<file path="src/rtl/os_drain_ctrl_pkg.sv">
// Shared systolic-array definitions: drain FSM states and default datapath widths.
// Latency: none (types and constants only).
// Backpressure: not applicable.
package os_drain_ctrl_pkg;

    // Default PE accumulator width and drained output element width.
    localparam int ACC_WIDTH_DEF = 24;
    localparam int OUT_WIDTH_DEF = 16;

    // Drain sequencer states.
    typedef enum logic [1:0] {
        IDLE = 2'd0,
        LOAD = 2'd1,
        OUT  = 2'd2
    } drain_state_t;

endpackage

</file>
<file path="src/rtl/os_drain_sat.sv">
// Unsigned saturation of one accumulator down to the output element width.
// Latency: combinational.
// Backpressure: none (pure function of acc_dat).
//
// Ports:
//   acc_dat  ACC_WIDTH  unsigned accumulator value
//   sat_dat  OUT_WIDTH  all-ones when acc_dat exceeds the output range, else its low bits
module os_drain_sat #(
    parameter int ACC_WIDTH = 24,
    parameter int OUT_WIDTH = 16
) (
    input  logic [ACC_WIDTH-1:0] acc_dat,
    output logic [OUT_WIDTH-1:0] sat_dat
);

    generate
        if (ACC_WIDTH > OUT_WIDTH) begin : g_sat
            // Any set bit above the output range means the value does not fit.
            assign sat_dat = (|acc_dat[ACC_WIDTH-1:OUT_WIDTH]) ? {OUT_WIDTH{1'b1}}
                                                                : acc_dat[OUT_WIDTH-1:0];
        end else begin : g_pass
            assign sat_dat = acc_dat[OUT_WIDTH-1:0];
        end
    endgenerate

endmodule

</file>
<file path="src/rtl/os_drain_ctrl.sv">
// Drains an output-stationary array: loads PE shift registers, then streams rows bottom-first.
// Latency: start at t -> load_en at t+1 -> first row valid at t+2; one row/cycle when ready.
// Backpressure: out_ready low holds state, row counter and row outputs; shift chain is not advanced.
//
// Ports:
//   clk, rst_n            clock, asynchronous active-low reset
//   start                 single-cycle drain request (ignored while busy)
//   load_en, shift_en     broadcast PE controls: capture accumulators / advance column chains
//   col_dat               bottom-PE shift outputs, COLS x ACC_WIDTH
//   out_valid/out_ready   row handshake; out_data is the saturated row, out_row_idx its array row
//   out_last, done        final row flag; pulse in the cycle the final row is accepted
//   busy                  drain in progress
module os_drain_ctrl
    import os_drain_ctrl_pkg::*;
#(
    parameter int ROWS      = 4,
    parameter int COLS      = 4,
    parameter int ACC_WIDTH = ACC_WIDTH_DEF,
    parameter int OUT_WIDTH = OUT_WIDTH_DEF
) (
    input  logic                      clk,
    input  logic                      rst_n,
    input  logic                      start,
    output logic                      load_en,
    output logic                      shift_en,
    input  logic [COLS*ACC_WIDTH-1:0] col_dat,
    output logic                      out_valid,
    input  logic                      out_ready,
    output logic [COLS*OUT_WIDTH-1:0] out_data,
    output logic [$clog2(ROWS)-1:0]   out_row_idx,
    output logic                      out_last,
    output logic                      busy,
    output logic                      done
);

    localparam int            CW   = $clog2(ROWS);
    localparam logic [CW-1:0] LAST = CW'(ROWS - 1);

    drain_state_t  state_q, state_d;
    logic [CW-1:0] cnt_q, cnt_d;
    logic          load_en_q, load_en_d;
    logic          out_valid_q, out_valid_d;
    logic          out_last_q, out_last_d;
    logic          busy_q, busy_d;
    logic          xfer;
    logic          is_last;

    assign xfer    = out_valid_q & out_ready;
    assign is_last = (cnt_q == LAST);

    always_comb begin
        state_d = state_q;
        cnt_d   = cnt_q;
        unique case (state_q)
            IDLE: begin
                if (start) begin
                    state_d = LOAD;
                    cnt_d   = '0;
                end
            end
            LOAD: state_d = OUT;
            OUT: begin
                if (xfer) begin
                    if (is_last) state_d = IDLE;
                    else         cnt_d   = cnt_q + CW'(1);
                end
            end
            default: state_d = IDLE;
        endcase

        // Status outputs are registered: decode them from the next state.
        load_en_d   = (state_d == LOAD);
        out_valid_d = (state_d == OUT);
        out_last_d  = (state_d == OUT) && (cnt_d == LAST);
        busy_d      = (state_d != IDLE);
    end

    always_ff @(posedge clk or negedge rst_n) begin
        if (!rst_n) begin
            state_q     <= IDLE;
            cnt_q       <= '0;
            load_en_q   <= 1'b0;
            out_valid_q <= 1'b0;
            out_last_q  <= 1'b0;
            busy_q      <= 1'b0;
        end else begin
            state_q     <= state_d;
            cnt_q       <= cnt_d;
            load_en_q   <= load_en_d;
            out_valid_q <= out_valid_d;
            out_last_q  <= out_last_d;
            busy_q      <= busy_d;
        end
    end

    assign load_en     = load_en_q;
    assign out_valid   = out_valid_q;
    assign out_last    = out_last_q;
    assign busy        = busy_q;
    // The chain only advances when a non-final row is consumed; after row 0 there is nothing left.
    assign shift_en    = xfer & ~is_last;
    assign done        = xfer & is_last;
    // Bottom row reaches col_dat first, so row index counts down.
    assign out_row_idx = LAST - cnt_q;

    generate
        for (genvar c = 0; c < COLS; c++) begin : g_col
            os_drain_sat #(
                .ACC_WIDTH (ACC_WIDTH),
                .OUT_WIDTH (OUT_WIDTH)
            ) u_sat (
                .acc_dat (col_dat[c*ACC_WIDTH +: ACC_WIDTH]),
                .sat_dat (out_data[c*OUT_WIDTH +: OUT_WIDTH])
            );
        end
    endgenerate

endmodule

</file>
<file path="config.mk">
export PLATFORM = sky130hd
export DESIGN_NAME = os_drain_ctrl
export DESIGN_NICKNAME = d
export VERILOG_FILES = /design/src/rtl/os_drain_ctrl_pkg.sv /design/src/rtl/os_drain_sat.sv /design/src/rtl/os_drain_ctrl.sv
export SDC_FILE = /design/constraint.sdc
export NUM_CORES = 1
export LEC_CHECK = 0
export CAP_MARGIN = 10
export CELL_PAD_IN_SITES_DETAIL_PLACEMENT = 0
export CELL_PAD_IN_SITES_GLOBAL_PLACEMENT = 2
export CORE_ASPECT_RATIO = 1.75
export CORE_MARGIN = 5
export CORE_UTILIZATION = 10
export CTS_BUF_LIST = sky130_fd_sc_hd__clkbuf_8
export DETAILED_ROUTE_END_ITERATION = 16
export GPL_TIMING_DRIVEN = 0
export PLACE_DENSITY_LB_ADDON = 0.2
export SLEW_MARGIN = 20
export SYNTH_ARGS = -nofsm -noshare
export SYNTH_HDL_FRONTEND = slang
export SYNTH_HIERARCHICAL = 1
export SYNTH_SLANG_ARGS = --single-unit
export TNS_END_PERCENT = 20
</file>
<file path="constraint.sdc">
create_clock -name clk -period 2.9 [get_ports clk]
set_clock_uncertainty 0.2 [all_clocks]
set_input_delay 0.87 -clock clk [delete_from_list [all_inputs] [get_ports clk]]
set_output_delay 0.87 -clock clk [all_outputs]
set_load 0.01 [all_outputs]
</file>
# Word level (Yosys, flattened, before mapping)
# Cells that the tools add are included.
classes:
  bitwise: 4
  reduce_logical: 7
  mux: 12
  n_eq_ne: 6
  n_addsub: 2
op_table:
  columns: ["cell", "count"]
  rows:
  - ["16-bit 2-to-1 mux", 4]
  - ["8-bit OR reduction", 4]
  - ["2-bit 2-to-1 mux", 6]
  - ["2-bit equality test, second input constant", 4]
  - ["2-bit case mux with 3 select lines", 1]
  - ["2-bit by 1-bit equality test with 1-bit output, second input constant", 2]
  - ["2-bit case mux with 2 select lines", 1]
  - ["1-bit bitwise AND", 3]
  - ["2-bit by 1-bit adder with 2-bit output, second input constant", 1]
  - ["2-bit logical NOT", 1]
  - ["2-bit nonzero test", 1]
  - ["2-bit subtractor, first input constant", 1]
  - ["1-bit logical AND", 1]
  - ["1-bit NOT", 1]
totals:
  regBits: 8
  out_inout_bits: 72
  inputBits: 100
  elab_cells: 37

# Longest topological paths before layout
logic_depth:
  word_depth: 6
  depth_mapped: 4
  mapped_depth_nobuf: 3

# Cells and area by module
# The synthesis kept the hierarchy.
modules_own_cells:
  columns: ["mod", "seq_area_each_um2", "cells_per_inst", "instances", "area_each_um2"]
  rows:
  - ["os_drain_sat", 0.0, 20, 4, 167.7]
  - ["os_drain_ctrl", 200.2, 36, 1, 341.6]

# Worst setup path after synthesis
# Ideal clock, no wire load.
synth_path:
  kind: "input port to output port"
  start: "input port col_dat[17]"
  end: "output port out_data[10]"
  arrival_time_ns: 1.694
  required_ns: 1.830
  path_slack_ns: 0.136
  cell_stages: 3
  n_path_buf: 1
  path_cell_list: "nor4_2 -> buf_6 -> nand3b_1"
synth_between:
  elab_chain_cells: 2
synth_rtl:
  columns: ["element", "line_no", "source"]
  rows:
  - ["from (decl)", "os_drain_ctrl.sv:26", "input logic [COLS*ACC_WIDTH-1:0] col_dat,"]
  - ["8-bit OR reduction", "os_drain_sat.sv:19", "assign sat_dat = (|acc_dat[ACC_WIDTH-1:OUT_WIDTH]) ? {OUT_WIDTH{1'b1}}"]
  - ["16-bit 2-to-1 mux", "os_drain_sat.sv:19", null]
  - ["to (decl)", "os_drain_ctrl.sv:29", "output logic [COLS*OUT_WIDTH-1:0] out_data,"]
# Every way passes these cells.

# Final worst setup path
layout_path:
  start: "input port col_dat[46]"
  end: "output port out_data[23]"
# Same word-level chain as after synthesis.

==> impl_metrics.py <==
metrics = {
    "run_status": {
        "status": "complete, but fails checks",
        "violations": "setup timing",
    },
    "power_and_ir_drop": {
        "p_leak_nw": 1.128,
        "p_per_area_nw_per_um2": 232.9,
        "peakVddDrop_mv": 0.2074,
    },
    "timing": {
        "grt_setup_unrepaired": "yes",
        "tns_ns": -0.02112,
        "setup_slack_ns": -0.009463,
        "fin_crit_sh_pct": 100.3,
        "min_period_ns": 2.909,
        "slew_headroom_pct": 73.54,
        "setup_viol": 4,
        "drv_slew": 0,
        "max_freq_mhz": 343.7,
        "hold_viol_final": 0,
        "tightest_slew_ns": 0.3957,
    },
    "detailed_routing": {
        "antenna_left": 0,
        "wl_per_cell_um": 14.79,
        "drt-initial-drc-count": 19,
        "drc": 0,
        "dr.pass1.iters": 3,
        "finalWirelength_um": 6729,
        "vias_per_cell": 3.877,
        "num_vias": 1764,
    },
    "placement": {
        "dpl-instance-area_um2": 2880,
        "place_congestion": 0.6936,
        "post-place-ws_ns": -0.9927,
        "dp_hpwl_um": 5678,
        "dp_cells": 412,
        "io_buffers": 171,
    },
    "clock_tree": {
        "cts.sinks": 8,
        "cts_hold_buf": 0,
        "insertion_delay_ns": 0.23,
        "cts_buffers": 3,
        "clkTransAtPathRegs_ns": 0.04,
        "root_buffer": "clkbuf_8",
        "clockBufferDepth": 2,
        "cts_tree": "done",
        "cts_max_level": 1,
    },
    "final_layout": {
        "nets": 432,
        "drive_above_1_share_pct": 46.36,
        "n_antenna_cell": 0,
        "final_cell_area_um2": 3019,
        "area_growth_pct": 198.3,
        "final_cells": 455,
        "final.fill_count": 1120,
        "seqCellArea_um2": 200.2,
        "multi_input_area_um2": 780.7,
    },
    "global_routing": {
        "grt_antenna_before_repair": 0,
        "grt_use_met1_pct": 6.996,
        "grt_pass1_vias": 2013,
        "grt_max_degree": 11,
        "grt_overflow": 0,
        "grt_pass1_wl_um": 10070,
        "grt_util_all_layers_pct": 10.38,
        "met3_usage_pct": 3.464,
        "gr-usage-met2_pct": 23.83,
        "grt.busiest_layer": "met2",
    },
    "logic_synthesis": {
        "synth-edff-count": 0,
        "ys_ff_latch": 8,
        "avgSynthCellArea_um2": 8.726,
        "synth_common_cells": "nand3b_1 (64), buf_6 (8), dfrtp_1 (8), nor4_2 (8), o21ai_0 (6)",
        "synth.largest_area_cell": "nand3b_1",
        "synthesis.nets": 216,
        "yosysTopAreaCellShare_pct": 47.47,
        "synth.area.top_cells": "nand3b_1 (47%), dfrtp_1 (20%), nor4_2 (9.9%)",
        "synthCells": 116,
        "syn_area_um2": 1012,
        "synth-async-reset-ratio_pct": 100.0,
        "seq_area_frac_synth_pct": 19.78,
        "synth.most_common_cell": "nand3b_1",
        "ys.flop_type": "dfrtp_1",
        "synthDistinctLibCells": 18,
        "yosysWarnings": 6,
    },
    "die": {
        "num_rows": 48,
        "core_area_um2": 9910,
        "initial_utilization_pct": 10.21,
        "die-area_um2": 12310,
        "ios": 172,
        "die_h_um": 143.1,
        "die_w_um": 86.06,
    },
    "worst_setup_path": {
        "arrival_ns": 1.84,
        "crit_path_max_fanout": 4,
        "worstPathRequired_ns": 1.83,
        "critPathCaptureType": "output pin",
        "worstSetupPathType": "in2out",
        "cp-start-kind": "input port",
    },
    "run": {
        "drv_cap": 0,
    },
    "worst_hold_path": {
        "hold_class": "reg2reg",
    },
}
registers in the layout, summed over array words and instances (netlist names):
signal,flops
state_q,2
out_valid,1
out_last,1
cnt_q,2
busy,1
load_en,1
path summary, 6_finish.rpt:
kind / end / cells past startpoint / from / slack (ns)
setup / recovery: out_data[23] / 7 / col_dat[46] / -0.009
hold / removal: cnt_q[1] / 2 / cnt_q[1] / 0.39
setup reg to reg: state_q[1] / 3 / cnt_q[0] / 1.48
hold reg to reg: cnt_q[1] / 2 / cnt_q[1] / 0.39
max in group asynchronous: cnt_q[0] / 1 / rst_n / 1.48
min in group asynchronous: cnt_q[1] / 1 / rst_n / 0.74
area by class of cell:
type                            count  share of cell area [%]
Timing Repair Buffer              213                   58.18
Multi-Input combinational cell     96                   25.86
Sequential cell                     8                   6.631
Tap cell                          125                   5.180
Buffer                              7                   2.404
Clock buffer                        3                   1.368
Inverter                            3                  0.3730
kinds of logic after synthesis:
kind of cell / share of synthesized area [%]
buf+inv: 10.51
flops: 19.78
simple gates: 63.78
compound gates: 5.933
stage by stage:
step	util (%)	hold WS (ns)	total power, mW
after floorplan	-	0.3387	0.3130
after global placement	29.07	0.3678	0.5500
after detailed placement	29.07	0.3801	0.5527
after CTS	30.35	0.3878	0.7124
after global routing	30.47	0.4640	0.7577
final	30.47	0.3874	0.7033
critical path, stage by stage:
cell and delay [ns]:
buf_6 0.09, nor4_4 0.28, buf_4 0.17, buf_6 0.11
buf_6 0.10, nand3b_1 0.09, buf_6 0.14
where the power goes:
part           total [mW]  internal [mW]  switching, mW  leakage [nW]
Sequential          0.183          0.151         0.0322         0.103
Combinational       0.388          0.239          0.149          1.00
Clock               0.132         0.0898         0.0423        0.0216
layer usage:
layer / up-vias / share of wire [%]
li1: 865 / -
met3: 10 / 10
met5: - / 0
met2: 100 / 64
met4: 0 / 2.3
met1: 789 / 24
cells in the final DEF (no fill, tap or decap), types with 2 or more instances in the layout:
cell,instances
clkbuf_8,3
a21oi_1,3
inv_1,2
clkbuf_2,8
o21ai_0,6
nand2b_1,2
buf_6,41
nand3b_1,64
clkdlybuf4s15_1,6
clkdlybuf4s15_2,3
buf_2,66
clkdlybuf4s50_1,72
dfrtp_1,8
nor3_1,2
nor4_4,8
nor2_1,4
dlygate4sd2_1,2
buf_4,22
nor2b_1,2
what timing repair did:
action,CTS,global route
hold endpoints to repair,0,0
cloned,3,0
setup endpoints to repair,66,64
gates resized for setup,386,30
pin swaps,16,11
buffers inserted,38,1
(Power assumes the default switching activity.)
